### src/rtl/sub_flag_stage_if.sv
// -----------------------------------------------------------------------------
// sub_flag_stage_if
// Handshake/data bundle for the subtract flag stage.
//   in_valid/in_ready          : upstream handshake
//   in_a, in_b, in_diff        : operands and raw subtractor result
//   out_valid/out_ready        : downstream handshake
//   out_res, out_z/n/c/v       : head result and its flags
// Modports:
//   slave  - the stage itself (consumes upstream, produces downstream)
//   master - the environment driving the stage
// -----------------------------------------------------------------------------
interface sub_flag_stage_if #(
   parameter int WIDTH = 8
);
   logic             in_valid;
   logic             in_ready;
   logic [WIDTH-1:0] in_a;
   logic [WIDTH-1:0] in_b;
   logic [WIDTH-1:0] in_diff;
   logic             out_valid;
   logic             out_ready;
   logic [WIDTH-1:0] out_res;
   logic             out_z;
   logic             out_n;
   logic             out_c;
   logic             out_v;

   modport slave (
      input  in_valid, in_a, in_b, in_diff, out_ready,
      output in_ready, out_valid, out_res, out_z, out_n, out_c, out_v
   );

   modport master (
      output in_valid, in_a, in_b, in_diff, out_ready,
      input  in_ready, out_valid, out_res, out_z, out_n, out_c, out_v
   );
endinterface

### src/rtl/sub_flag_stage.sv
// -----------------------------------------------------------------------------
// sub_flag_stage
// Takes the operands and raw result of an 8-bit subtractor, computes the
// zero/negative/borrow/overflow flags at acceptance, and buffers entries in a
// 2-entry skid buffer (EMPTY/ONE/TWO) with strict FIFO order. Records the flags
// of the last delivered entry and counts deliveries.
//
// Ports:
//   clk, rst_n  : clock, asynchronous active-low reset
//   bus         : sub_flag_stage_if.slave (handshakes, operands, head outputs)
//   flag_clr    : synchronous clear of flags_q (wins over a same-cycle load)
//   flags_q     : {v,c,n,z} of the last delivered entry
//   op_cnt      : number of output transfers, wraps at 256
//
// Build option:
//   SUB_SAT_EN  : when defined, the result saturates to 0 on borrow
//                 (Z and N follow the saturated value, C and V do not change).
// -----------------------------------------------------------------------------
module sub_flag_stage #(
   parameter int WIDTH = 8
) (
   input  logic                  clk,
   input  logic                  rst_n,
   sub_flag_stage_if.slave       bus,
   input  logic                  flag_clr,
   output logic [3:0]            flags_q,
   output logic [7:0]            op_cnt
);

   typedef enum logic [1:0] {EMPTY = 2'd0, ONE = 2'd1, TWO = 2'd2} state_t;

   typedef struct packed {
      logic [WIDTH-1:0] res;
      logic             v;
      logic             c;
      logic             n;
      logic             z;
   } entry_t;

   state_t state, nxt;
   logic   rdy_q;
   logic   ov;
   logic   in_xfer, out_xfer;
   entry_t head, skid, new_ent;

   assign in_xfer  = bus.in_valid && rdy_q;
   assign out_xfer = ov && bus.out_ready;

   // Flags for the incoming entry, evaluated on the raw operands.
   always_comb begin
      new_ent   = '0;
      new_ent.c = (bus.in_a < bus.in_b);
      new_ent.v = (bus.in_a[WIDTH-1] != bus.in_b[WIDTH-1]) &&
                  (bus.in_diff[WIDTH-1] != bus.in_a[WIDTH-1]);
`ifdef SUB_SAT_EN
      new_ent.res = new_ent.c ? '0 : bus.in_diff;
`else
      new_ent.res = bus.in_diff;
`endif
      new_ent.n = new_ent.res[WIDTH-1];
      new_ent.z = (new_ent.res == '0);
   end

   // State register; in_ready is a flop so it never depends on in_valid.
   always_ff @(posedge clk or negedge rst_n) begin
      if (!rst_n) begin
         state <= EMPTY;
         rdy_q <= 1'b1;
      end else begin
         state <= nxt;
         rdy_q <= (nxt != TWO);
      end
   end

   // Next state
   always_comb begin
      nxt = state;
      case (state)
         EMPTY: if (in_xfer) nxt = ONE;
         ONE: begin
            if (in_xfer && !out_xfer)      nxt = TWO;
            else if (!in_xfer && out_xfer) nxt = EMPTY;
         end
         TWO:     if (out_xfer) nxt = ONE;
         default: nxt = EMPTY;
      endcase
   end

   // Outputs: purely from registered state
   always_comb begin
      ov            = (state != EMPTY);
      bus.out_valid = ov;
      bus.in_ready  = rdy_q;
      bus.out_res   = head.res;
      bus.out_z     = head.z;
      bus.out_n     = head.n;
      bus.out_c     = head.c;
      bus.out_v     = head.v;
   end

   // Entry storage. Head only changes on acceptance into an empty head slot,
   // on a pass-through in ONE, or on promotion from skid, so it is stable
   // while stalled.
   always_ff @(posedge clk or negedge rst_n) begin
      if (!rst_n) begin
         head <= '0;
         skid <= '0;
      end else begin
         case (state)
            EMPTY: if (in_xfer) head <= new_ent;
            ONE: begin
               if (in_xfer && out_xfer) head <= new_ent;
               else if (in_xfer)        skid <= new_ent;
            end
            TWO:     if (out_xfer) head <= skid;
            default: ;
         endcase
      end
   end

   // Status and transfer counter
   always_ff @(posedge clk or negedge rst_n) begin
      if (!rst_n) begin
         flags_q <= '0;
         op_cnt  <= '0;
      end else begin
         if (flag_clr)      flags_q <= '0;
         else if (out_xfer) flags_q <= {head.v, head.c, head.n, head.z};
         if (out_xfer)      op_cnt  <= op_cnt + 8'd1;
      end
   end

endmodule
### src/flat_wrapper.sv
// flat-port wrapper written by rule: the top's interface ports become plain ports
module sub_flag_stage_flat 
#(
   parameter int WIDTH = 8
)
  (clk, rst_n, flag_clr, flags_q, op_cnt, bus_in_valid, bus_in_a, bus_in_b, bus_in_diff, bus_out_ready, bus_in_ready, bus_out_valid, bus_out_res, bus_out_z, bus_out_n, bus_out_c, bus_out_v);
  sub_flag_stage_if #(.WIDTH(WIDTH)) bus_i ();
  input  logic clk;
  input  logic rst_n;
  input  logic flag_clr;
  output logic [3:0] flags_q;
  output logic [7:0] op_cnt;
  input wire logic [$bits(bus_i.in_valid)-1:0] bus_in_valid;
  input wire logic [$bits(bus_i.in_a)-1:0] bus_in_a;
  input wire logic [$bits(bus_i.in_b)-1:0] bus_in_b;
  input wire logic [$bits(bus_i.in_diff)-1:0] bus_in_diff;
  input wire logic [$bits(bus_i.out_ready)-1:0] bus_out_ready;
  output wire logic [$bits(bus_i.in_ready)-1:0] bus_in_ready;
  output wire logic [$bits(bus_i.out_valid)-1:0] bus_out_valid;
  output wire logic [$bits(bus_i.out_res)-1:0] bus_out_res;
  output wire logic [$bits(bus_i.out_z)-1:0] bus_out_z;
  output wire logic [$bits(bus_i.out_n)-1:0] bus_out_n;
  output wire logic [$bits(bus_i.out_c)-1:0] bus_out_c;
  output wire logic [$bits(bus_i.out_v)-1:0] bus_out_v;
  assign bus_i.in_valid = bus_in_valid;
  assign bus_i.in_a = bus_in_a;
  assign bus_i.in_b = bus_in_b;
  assign bus_i.in_diff = bus_in_diff;
  assign bus_i.out_ready = bus_out_ready;
  assign bus_in_ready = bus_i.in_ready;
  assign bus_out_valid = bus_i.out_valid;
  assign bus_out_res = bus_i.out_res;
  assign bus_out_z = bus_i.out_z;
  assign bus_out_n = bus_i.out_n;
  assign bus_out_c = bus_i.out_c;
  assign bus_out_v = bus_i.out_v;
  sub_flag_stage #(.WIDTH(WIDTH)) u_core (.clk(clk), .rst_n(rst_n), .bus(bus_i), .flag_clr(flag_clr), .flags_q(flags_q), .op_cnt(op_cnt));
endmodule
### config.mk
export PLATFORM = sky130hd
export DESIGN_NAME = sub_flag_stage_flat
export DESIGN_NICKNAME = d
export VERILOG_FILES = /design/src/rtl/sub_flag_stage_if.sv /design/src/rtl/sub_flag_stage.sv /design/src/flat_wrapper.sv
export SDC_FILE = /design/constraint.sdc
export NUM_CORES = 1
export LEC_CHECK = 0
export ABC_AREA = 1
export CAP_MARGIN = 20
export CORE_ASPECT_RATIO = 1.4
export CORE_MARGIN = 5
export CORE_UTILIZATION = 50
export DETAILED_ROUTE_END_ITERATION = 16
export HOLD_SLACK_MARGIN = 0.02
export PLACE_DENSITY = 0.82
export SKIP_CTS_REPAIR_TIMING = 1
export SLEW_MARGIN = 10
export SYNTH_ARGS = -nofsm -noshare
export SYNTH_HDL_FRONTEND = slang
export SYNTH_SLANG_ARGS = --single-unit
### constraint.sdc
create_clock -name clk -period 2.45 [get_ports clk]
set_input_delay 0.6125 -clock clk [delete_from_list [all_inputs] [get_ports clk]]
set_output_delay 0.6125 -clock clk [all_outputs]
set_load 0.03 [all_outputs]
==> flow_metrics.env <==
export IMPL_cp_required_ps=1840
export IMPL_synth_seq_area_share_pct=48.7
export IMPL_synth_nets=257
export IMPL_post_dp_cell_area_sq_um=2490
export IMPL_synthesis_area_sq_um=1910
export IMPL_layout_commonest_cell="nand2_1"
export IMPL_vias_per_cell=4.93
export IMPL_routed_wl_um=3770
export IMPL_hp_class="reg -> reg"
export IMPL_clock_skew_ps=3.35
export IMPL_vias=1592
export IMPL_crit_end="bus_out_valid"
export IMPL_fmax_ghz=0.470
export IMPL_post_place_ws_ps=380
export IMPL_gp_congestion=0.766
export IMPL_route_detailed_drc=0
export IMPL_cts_max_level=2
export IMPL_dieHeight_um=83.0
export IMPL_cts_tree="yes"
export IMPL_synth_ff_latch_count=37
export IMPL_grt_pass1_vias=1675
export IMPL_path_clk_slew_ps=70
export IMPL_start_util_pct=51.8
export IMPL_drt_iter0_markers=78
export IMPL_critical_path_class="reg -> out"
export IMPL_ant_nets=0
export IMPL_report_final_slew_viol_count=0
export IMPL_ys_types=26
export IMPL_slew_headroom_pct=70.3
export IMPL_cts_sinks=37
export IMPL_nets=317
export IMPL_hpwlAfterDp_um=3010
export IMPL_min_period_ps=2130
export IMPL_irDropWorstVdd_v=0.00102
export IMPL_root_buffer="clkbuf_8"
export IMPL_p_leak_nw=1.27
export IMPL_route_detailed_wl_per_inst_um=11.7
export IMPL_cp_cell_sequence="nor2_1, inv_2, clkdlybuf4s50_1"
export IMPL_min_path_cells=2
export IMPL_setup_slack_ps=322
export IMPL_yosys_warnings=0
export IMPL_grt_pass1_wl_um=6930
export IMPL_drive_gt1_share_pct=12.5
export IMPL_start_kind="flop"
export IMPL_gr_usage_all_layers_pct=16.1
export IMPL_drv_cap=0
export IMPL_setup_viol=0
export IMPL_cpMaxStageDelayCell="clkdlybuf4s50_1"
export IMPL_grt_antenna_before_repair=0
export IMPL_clk_latency_ps=290
export IMPL_insertedDiodeCount=0
export IMPL_utilization_pct=70.9
export IMPL_grt_ovfl_total=0
export IMPL_slowest_delay_ps=590
export IMPL_syn_mean_instance_area_sq_um=8.66
export IMPL_crit_fanout=4
export IMPL_status="complete, no violations"
export IMPL_synthToLayoutAreaGrowth_pct=36.8
export IMPL_power_mw=3.01
export IMPL_r2r_end="u_core.bus.out_res[0]"
export IMPL_io_pins=55
export IMPL_post_route_period_util_pct=86.9
export IMPL_r2r_cells=6
export IMPL_worstSetupStartpoint="u_core.state[1]"
export IMPL_layout_common_cells="nand2_1 (69), clkdlybuf4s50_1 (54), dfrtp_1 (36)"
export IMPL_cts_buffers=5
export IMPL_rsz0062_at_grt="no"
export IMPL_drt_pass1_iter_count=4
export IMPL_grt_max_degree=38
export IMPL_clock_path_buffers=2
export IMPL_port_buffer_count=54
export IMPL_die_x_um=62.2
export IMPL_regToRegSetupSlack_ps=980
export IMPL_nFillCells=292
export IMPL_p_per_area_nw_per_um2=1160
export IMPL_fin_area_sq_um=2610
export IMPL_worstPathArrival_ps=1520
export IMPL_coreArea_sq_um=3680
export IMPL_dieArea_sq_um=5160
export IMPL_r2r_start="u_core.bus.in_ready"
export IMPL_worst_pin_slew_ps=446
export IMPL_hold_viol=0
export IMPL_setup_tns_ps=0
export IMPL_cp_end_kind="output port"
export IMPL_rows=26
export IMPL_synth_cells=220
-- logic make-up after synthesis --
logic type,share of synthesized area (%)
fa+ha+maj,5.25
xor+xnor,3.22
buf+inv,8.21
flops,48.7
compound gates,11.9
simple gates,22.8
-- power breakdown --
group | switching [mW] | leakage [nW] | internal [mW]
logic | 0.848 | 0.760 | 0.578
registers | 0.176 | 0.456 | 0.866
clock network | 0.216 | 0.0574 | 0.331
total | 1.24 | 1.27 | 1.77
-- Yosys cell counts, drive strengths merged --
cell type,n,area share (%)
xor2,7,3.2
dfrtp,36,47
o21ai,17,5.4
nand4,1,0.33
nor3,3,1.6
nor2,19,3.9
a31oi,7,4.6
a21oi,4,1.1
buf,3,1.6
dfstp,1,1.4
or2,1,0.33
nand2,71,15
o211ai,2,0.79
ha,8,5.3
inv,32,6.4
nand3,7,1.8
clkbuf,1,0.20
-- flip-flops by register name (all words and copies together) (netlist names) --
name,cells
u_core.skid,11
u_core.op_cnt,8
u_core.bus.out_res,7
u_core.flags_q,4
u_core.state,2
u_core.bus.in_ready,1
u_core.bus.out_c,1
u_core.bus.out_n,1
u_core.bus.out_v,1
u_core.bus.out_z,1
-- worst min-delay path by stage --
stage / startpoint / to / slack (ps)
2_1_floorplan: rst_n / u_core.bus.out_c / 320
3_3_place_gp: u_core.skid[10] / u_core.skid[10] / 450
3_5_place_dp: u_core.skid[10] / u_core.skid[10] / 460
4_1_cts: u_core.skid[10] / u_core.skid[10] / 480
5_1_grt: u_core.skid[6] / u_core.skid[6] / 520
6_report: u_core.skid[6] / u_core.skid[6] / 480
-- worst max-delay path: cells and delay by family (launching register included) --
| family | cells | cell delay [ps] |
|---|---|---|
| DFF | 1 | 410 |
| and+or+nand+nor | 1 | 170 |
| buffers and inverters | 2 | 660 |
-- per-stage QoR --
| stage | hold slack [ps] | std cells |
|---|---|---|
| finish | 475 | 323 |
| floorplan | 317 | 220 |
| CTS | 477 | 323 |
| global route | 517 | 323 |
| global placement | 454 | 315 |
| detailed placement | 460 | 315 |
-- layer usage --
metal | global-route usage [%] | part of all wire [%] | vias to the layer above
li1 | - | - | 819
met5 | 0 | 0 | -
met3 | 3.92 | 6.4 | 6
met1 | 17.2 | 40 | 722
met2 | 28.8 | 51 | 45
met4 | 7.69 | 2.0 | 0
-- final cells by class --
class                           count  area [sq um]  share of cell area (%)
Multi-Input combinational cell    147           822                    31.5
Sequential cell                    37           927                    35.6
Tap cell                           42          52.6                    2.02
Clock buffer                        6          82.6                    3.17
Clock inverter                      2          37.5                    1.44
Timing Repair Buffer               57           563                    21.6
Inverter                           32           123                    4.70
(Power assumes the default switching activity.)
